$ cat src/rtl/comparator_pkg.sv
`default_nettype none
// ============================================================================
// Module      : comparator_pkg
// Description : Shared types and constants for the comparator block.
//               Holds the compare-result encoding, the statistics counter
//               width and a saturating-increment helper.
// Revision    : 1.0 - initial release
// ============================================================================
package comparator_pkg;

    // Statistics counter width
    localparam int CNT_W = 16;

    // Result of one operand-pair comparison
    typedef enum logic [1:0] {
        CMP_EQ = 2'd0,
        CMP_LT = 2'd1,
        CMP_GT = 2'd2
    } cmp_res_e;

    // Increment that sticks at all-ones instead of wrapping
    function automatic logic [CNT_W-1:0] sat_inc(input logic [CNT_W-1:0] v);
        return (&v) ? v : v + 1'b1;
    endfunction

endpackage
`default_nettype wire

$ cat src/rtl/comparator_core.sv
`default_nettype none
// ============================================================================
// Module      : comparator_core
// Description : Purely combinational magnitude compare of a against b.
//               Signed operands are handled by inverting the sign bit, which
//               maps two's-complement order onto unsigned order.
// Revision    : 1.0 - initial release
// ============================================================================
module comparator_core
    import comparator_pkg::*;
#(
    parameter int WIDTH  = 1,
    parameter bit SIGNED = 1'b0
) (
    input  logic [WIDTH-1:0] a,
    input  logic [WIDTH-1:0] b,
    output cmp_res_e         res
);

    // Only the MSB is flipped, and only for two's-complement operands
    localparam logic [WIDTH-1:0] c_sign_mask = SIGNED ? (WIDTH'(1) << (WIDTH-1)) : '0;

    logic [WIDTH-1:0] w_a_key;
    logic [WIDTH-1:0] w_b_key;

    assign w_a_key = a ^ c_sign_mask;
    assign w_b_key = b ^ c_sign_mask;

    // Unsigned compare of the order-preserving keys
    always_comb begin
        res = CMP_EQ;
        if (w_a_key > w_b_key) begin
            res = CMP_GT;
        end else if (w_a_key < w_b_key) begin
            res = CMP_LT;
        end
    end

endmodule
`default_nettype wire

$ cat src/rtl/comparator.sv
`default_nettype none
// ============================================================================
// Module      : comparator
// Description : Registered comparator with one-cycle latency. Each accepted
//               pair (in_valid high) updates the one-hot greater/lesser/equal
//               flags and pulses out_valid one cycle later; flags hold while
//               idle. Optional saturating result counters are built when the
//               macro COMPARATOR_STATS_EN is defined.
// Revision    : 1.0 - initial release
// ============================================================================
module comparator
    import comparator_pkg::*;
#(
    parameter int WIDTH  = 1,
    parameter bit SIGNED = 1'b0
) (
    input  logic             clk,
    input  logic             rst_n,
    input  logic             in_valid,
    input  logic [WIDTH-1:0] a,
    input  logic [WIDTH-1:0] b,
`ifdef COMPARATOR_STATS_EN
    input  logic             stats_clr,
    output logic [CNT_W-1:0] cnt_gt,
    output logic [CNT_W-1:0] cnt_lt,
    output logic [CNT_W-1:0] cnt_eq,
`endif
    output logic             greater,
    output logic             lesser,
    output logic             equal,
    output logic             out_valid
);

    cmp_res_e w_res;

    logic r_greater;
    logic r_lesser;
    logic r_equal;
    logic r_out_valid;

    comparator_core #(
        .WIDTH  (WIDTH),
        .SIGNED (SIGNED)
    ) u_core (
        .a   (a),
        .b   (b),
        .res (w_res)
    );

    // Result flags capture each accepted pair and hold while idle
    always_ff @(posedge clk) begin
        if (!rst_n) begin
            r_greater   <= 1'b0;
            r_lesser    <= 1'b0;
            r_equal     <= 1'b0;
            r_out_valid <= 1'b0;
        end else begin
            r_out_valid <= in_valid;
            if (in_valid) begin
                r_greater <= (w_res == CMP_GT);
                r_lesser  <= (w_res == CMP_LT);
                r_equal   <= (w_res == CMP_EQ);
            end
        end
    end

    assign greater   = r_greater;
    assign lesser    = r_lesser;
    assign equal     = r_equal;
    assign out_valid = r_out_valid;

`ifdef COMPARATOR_STATS_EN
    logic [CNT_W-1:0] r_cnt_gt;
    logic [CNT_W-1:0] r_cnt_lt;
    logic [CNT_W-1:0] r_cnt_eq;

    // Saturating per-result counters; a clear beats a coincident pair
    always_ff @(posedge clk) begin
        if (!rst_n || stats_clr) begin
            r_cnt_gt <= '0;
            r_cnt_lt <= '0;
            r_cnt_eq <= '0;
        end else if (in_valid) begin
            case (w_res)
                CMP_GT:  r_cnt_gt <= sat_inc(r_cnt_gt);
                CMP_LT:  r_cnt_lt <= sat_inc(r_cnt_lt);
                default: r_cnt_eq <= sat_inc(r_cnt_eq);
            endcase
        end
    end

    assign cnt_gt = r_cnt_gt;
    assign cnt_lt = r_cnt_lt;
    assign cnt_eq = r_cnt_eq;
`endif

endmodule
`default_nettype wire

$ cat config.mk
export PLATFORM = sky130hd
export DESIGN_NAME = comparator
export DESIGN_NICKNAME = d
export VERILOG_FILES = /design/src/rtl/comparator_pkg.sv /design/src/rtl/comparator_core.sv /design/src/rtl/comparator.sv
export SDC_FILE = /design/constraint.sdc
export NUM_CORES = 1
export LEC_CHECK = 0
export CORE_AREA = 8 8 45 47
export DETAILED_ROUTE_END_ITERATION = 10
export DIE_AREA = 0 0 53 55
export GPL_TIMING_DRIVEN = 0
export HOLD_SLACK_MARGIN = 0.15
export SYNTH_ARGS = -nofsm -noshare
export SYNTH_HDL_FRONTEND = slang
export SYNTH_HIERARCHICAL = 1
export SYNTH_SLANG_ARGS = --single-unit
export TNS_END_PERCENT = 30
$ cat constraint.sdc
create_clock -name clk -period 1.7 [get_ports clk]
set_clock_uncertainty 0.2 [all_clocks]
set_input_delay 0.34 -clock clk [delete_from_list [all_inputs] [get_ports clk]]
set_output_delay 0.34 -clock clk [all_outputs]
set_load 0.05 [all_outputs]
==> results.toml, run 1 <==
[floorplanning]
die_w_um = 53
initial_core_util = 0.122
core_mm2 = 0.00138
die_h_um = 55
fp-row-count = 14
ios = 9
fp.dieArea_mm2 = 0.00292

[clock_tree]
cts.sinks = 4
cts_tree = "built"
worstSkewPairLatency_ns = 0.23
cts_inserted_buffers = 3
cts_htree_levels = 1
cts_root_buf = "clkbuf_4"
clkTransAtPathRegs_ns = 0.04
postCtsHoldBufs = 0
clock_path_buffers = 2

[drt]
met2_length_um = 168
vias = 158
met1_length_um = 167
post_drt_wl_per_cell_um = 9.49
ant_nets = 0
drt_iter0_drc = 1
wl_met3_um = 67
wl_um = 408
drt-vias-per-instance = 3.67
drc_errors = 0
firstDrtPassIters = 2
top_layer_used = "met4"

[setup_path]
crit_type = "reg2out"
cp_max_fo = 2
endpoint_kind = "output port"
timing.rr.start = "equal$_SDFFE_PN0P_"
startpoint = "lesser$_SDFFE_PN0P_"
r2r-end = "equal$_SDFFE_PN0P_"
crit_buf_inv = 1
cp-start-kind = "flop"
worstPathArrival_ns = 1.08
cp.depth = 1
path_delay_family = "buffers and inverters"
slowest_stage = "dlygate4sd2_1"
ff2ff_setup_slack_ns = 0.80
r2r.worst_path.cells = 2
cpPeakStageDelay_ns = 0.53
crit_chain = "dlygate4sd2_1"
required_ns = 1.16
crit_path_end = "lesser"

[timing]
setup_viol = 0
post-route-min-period_ns = 1.62
tightest_slew_ns = 0.492
finalSetupTns_ns = 0
max_freq_ghz = 0.616
maxSlewViolCount = 0
post-route-period-util = 0.954
slew_headroom = 0.673
rsz0062_at_grt = "no"
finalHoldViolations = 0

[synthesis]
ys_seq_area_frac = 0.474
synth_nets = 21
synthCells = 16
yosysWarningCount = 6
yosysUniqueCellTypes = 9
synth_common_cells = "4 x dfxtp_1, 2 x nand2_1, 2 x nand3b_1, 2 x nand4b_1, 2 x nor2b_1"
synth-edff-count = 0
synth.top_cell.area_share = 0.474
syn_area_per_cell_um2 = 10.6
synth_most_common_cell = "dfxtp_1"
async_flop_share = 0
synth_largest_area_cell = "dfxtp_1"
synthTopCellsByArea = "dfxtp_1 47%, nand4b_1 10%, nand3b_1 8.9%"
ys_ff_latch = 4
synth-main-ff-cell = "dfxtp_1"
syn_area_um2 = 169

[finish]
fin_util = 0.207
fin_area_um2 = 287
finalNetCount = 34
layout-drive-gt1-share = 0.222
n_antenna_cell = 0
area_growth_pct = 69.6

[global_routing]
gr-usage-all-layers = 0.0350
grt_max_degree = 8
grt_antenna_before_repair = 0
grt_pass1_vias = 156
grt_pass1_wl_um = 669
overflow = 0

[power_and_ir_drop]
cellPowerDensity_mw_per_mm2 = 923
leakage_uw = 0.000130
ir_drop_uv = 144

[placed_design]
placed_area_um2 = 269
port_buffers = 8
gp_congestion = 0.597

[job]
maxCapViolations = 0

[outcome]
status = "complete, no violations"

[min_path]
hp-start = "greater$_SDFFE_PN0P_"
worstHoldPathType = "reg2reg"
## stage by stage
stage / total power, uW / std cells / setup slack, ns / hold slack, ns
after floorplan: 128 / 16 / 0.544 / 0.258
after global placement: 150 / 40 / 0.0363 / 0.257
after detailed placement: 151 / 40 / 0.0372 / 0.260
after CTS: 272 / 43 / 0.0576 / 0.265
after global routing: 279 / 43 / 0.0349 / 0.289
final: 264 / 43 / 0.0774 / 0.261
## kinds of logic (layout without fill, tap and decap cells)
kind of cell,count (synthesis),in the layout,share of synthesized area
flip-flops,4,4,0.474
buffers and inverters,0,11,0
AND/OR/NAND/NOR,11,11,0.481
AO/OA/AOI/OAI,1,1,0.0445
## sequential cells by signal (all words and copies together) (netlist names)
name       count
greater        1
equal          1
out_valid      1
lesser         1
## area by class of cell
type | count | area (um2)
Clock buffer | 3 | 22.5
Multi-Input combinational cell | 12 | 88.8
Sequential cell | 4 | 80.1
Fill cell | 161 | 1100
Timing Repair Buffer | 8 | 75.1
Tap cell | 16 | 20.0
## worst min path at each step
| stage | to | depth (start not counted) |
|---|---|---|
| 2_1_floorplan | equal$_SDFFE_PN0P_ | 1 |
| 3_3_place_gp | greater$_SDFFE_PN0P_ | 2 |
| 3_5_place_dp | lesser$_SDFFE_PN0P_ | 2 |
| 4_1_cts | greater$_SDFFE_PN0P_ | 2 |
| 5_1_grt | lesser$_SDFFE_PN0P_ | 2 |
| 6_report | greater$_SDFFE_PN0P_ | 2 |
## power by group
group	internal [uW]	total [uW]	switching, uW
combinational	19.5	45.2	25.7
sequential	98.8	100	1.38
clock	79.1	119	40.0
## layout by cell type, fill, tap and decap left out
cell / count
and2b_2: 1
nor3b_2: 1
o21a_1: 1
clkdlybuf4s50_1: 4
nor2b_1: 2
dlygate4sd2_1: 4
nand2_1: 2
clkbuf_4: 3
dfxtp_1: 4
nand4b_1: 2
nand3b_1: 2
and2_2: 1
## layer usage
| layer | track usage | up-vias |
|---|---|---|
| li1 | - | 79 |
| met1 | 0.0351 | 70 |
| met2 | 0.0352 | 7 |
| met3 | 0.0214 | 2 |
| met4 | 0.0647 | 0 |
| met5 | 0 | - |
## what timing repair did
item / CTS / global route
setup endpoints to repair: 4 / 0
setup buffers: 0 / 0
gates resized for setup: 4 / 0
No activity file was read; power rests on OpenSTA's default activity.
==> run 2, diff against run 1 <==
--- a/config.mk
+++ b/config.mk
@@ -10,6 +10,7 @@
 export DIE_AREA = 0 0 53 55
 export GPL_TIMING_DRIVEN = 0
 export HOLD_SLACK_MARGIN = 0.15
+export PLACE_DENSITY = 0.39
 export SYNTH_ARGS = -nofsm -noshare
 export SYNTH_HDL_FRONTEND = slang
 export SYNTH_HIERARCHICAL = 1
==> results.toml, run 2 (same netlist as run 1, synthesis figures left out) <==
[outcome]
status = "complete, no violations"

[clock_tree]
clock_path_buffers = 2
cts.sinks = 4
cts_inserted_buffers = 3
clkTransAtPathRegs_ns = 0.04
cts_htree_levels = 1
cts_tree = "built"
cts_root_buf = "clkbuf_4"
worstSkewPairLatency_ns = 0.24
cts_setup_buffers = 0

[drt]
ant_nets = 0
wl_um = 443
drc_errors = 0
drt-vias-per-instance = 3.58
vias = 154
post_drt_wl_per_cell_um = 10.3
drt_iter0_drc = 2
firstDrtPassIters = 4

[power_and_ir_drop]
swShare = 0.268
p_comb_frac = 0.168
switchingPower_uw = 72.3
cellPowerDensity_mw_per_mm2 = 942
power.share.sequential = 0.371
internal_power_uw = 198
leakage_uw = 0.000130
clock_power_share = 0.460
ir_drop_uv = 263

[finish]
fin_util = 0.207
final_cell_mix = "4 x dfxtp_1, 4 x clkdlybuf4s50_1, 4 x dlygate4sd2_1"
layout-drive-gt1-share = 0.222
finalNetCount = 34
n_antenna_cell = 0
fillCellCount = 153
area_growth_pct = 69.6

[global_routing]
grt_pass1_wl_um = 717
grt_max_degree = 8
grtUsageMet1 = 0.0365
grt_pass1_vias = 174
grt_use_met3 = 0.0455
gr-usage-all-layers = 0.0372
busiest_layer = "met3"
overflow = 0
grt_antenna_before_repair = 0
use_met2 = 0.0352

[setup_path]
endpoint_kind = "output port"
worstPathArrival_ns = 1.09
crit_buf_inv = 1
timing.rr.start = "equal$_SDFFE_PN0P_"
crit_chain = "dlygate4sd2_1"
r2r-end = "equal$_SDFFE_PN0P_"
r2r.worst_path.cells = 2
ff2ff_setup_slack_ns = 0.80
cp_max_fo = 2
cpPeakStageDelay_ns = 0.53
cp-start-kind = "flop"
crit_type = "reg2out"
path_delay_family = "buffers and inverters"
slowest_stage = "dlygate4sd2_1"
required_ns = 1.16

[min_path]
worstHoldPathType = "reg2reg"
hp-start = "greater$_SDFFE_PN0P_"
holdPathEnd = "greater$_SDFFE_PN0P_"
holdPathStages = 2

[timing]
fin_ws_ns = 0.0729
finalSetupTns_ns = 0
max_freq_ghz = 0.615
slew_headroom = 0.670
finalHoldViolations = 0
rsz0062_at_grt = "no"
setup_viol = 0
post-route-period-util = 0.957
hold_ws_ns = 0.264
post-route-min-period_ns = 1.63
maxSlewViolCount = 0
tightest_slew_ns = 0.498

[floorplanning]
die_h_um = 55
ios = 9
die_w_um = 53
initial_core_util = 0.122
fp.dieArea_mm2 = 0.00292
fp-row-count = 14
core_mm2 = 0.00138

[job]
maxCapViolations = 0

[placed_design]
gp_congestion = 0.555
port_buffers = 8
dp_slack_ns = 0.0371
-- run 2: cell counts in the layout (fill, tap and decap cells not counted) --
Identical to the previous run, type by type.
-- run 2: tightest hold or removal path: stages (launching register included) --
cell      delay, ns
dfxtp_1        0.30
nand3b_1       0.07
nand2_1        0.05
-- run 2: layout make-up --
type / instances / area, um2 / share of cell area
clock buffers: 3 / 22.5 / 0.0786
multi-input cells: 12 / 88.8 / 0.310
flip-flops and latches: 4 / 80.1 / 0.279
well taps: 16 / 20.0 / 0.0699
repair buffers: 8 / 75.1 / 0.262
-- run 2: how the worst max path moves through the flow --
stage	from	to	depth (start not counted)	slack, ns
global route	equal$_SDFFE_PN0P_	equal	1	0.02
finish	lesser$_SDFFE_PN0P_	lesser	1	0.07
global placement	greater$_SDFFE_PN0P_	greater	1	0.05
detailed placement	lesser$_SDFFE_PN0P_	lesser	1	0.04
CTS	lesser$_SDFFE_PN0P_	lesser	1	0.06
floorplan	equal$_SDFFE_PN0P_	equal$_SDFFE_PN0P_	2	0.54
-- run 2: power groups by stage --
stage	Clock (uW)	Sequential (uW)	Combinational, uW
global placement	0	102	48.1
global route	136	101	48.4
detailed placement	0	102	48.5
floorplan	0	117	10.6
finish	124	100	45.4
CTS	126	100	45.8
-- run 2: through the flow --
step,power [uW],instances,area (um2)
after floorplan,128,16,169
after global placement,150,40,269
after detailed placement,151,40,269
after CTS,272,43,287
after global routing,285,43,287
final,270,43,287
-- run 2: timing repair --
item                       4_1_cts  5_1_grt
resized for setup                4        0
hold buffers                     0        0
setup endpoints to repair        4        0
-- run 2: layer usage --
metal,wire (um),part of all wire,up-vias
met5,0,0,-
met3,92,0.21,0
li1,-,-,79
met4,0,0,0
met1,220,0.50,64
met2,130,0.29,11
==> run 3, diff against run 2 <==
--- a/config.mk
+++ b/config.mk
@@ -11,6 +11,7 @@
 export GPL_TIMING_DRIVEN = 0
 export HOLD_SLACK_MARGIN = 0.15
 export PLACE_DENSITY = 0.39
+export SLEW_MARGIN = 0
 export SYNTH_ARGS = -nofsm -noshare
 export SYNTH_HDL_FRONTEND = slang
 export SYNTH_HIERARCHICAL = 1
==> results of run 3 <==
No change in the layout: final DEF, timing and power equal those of run 2.
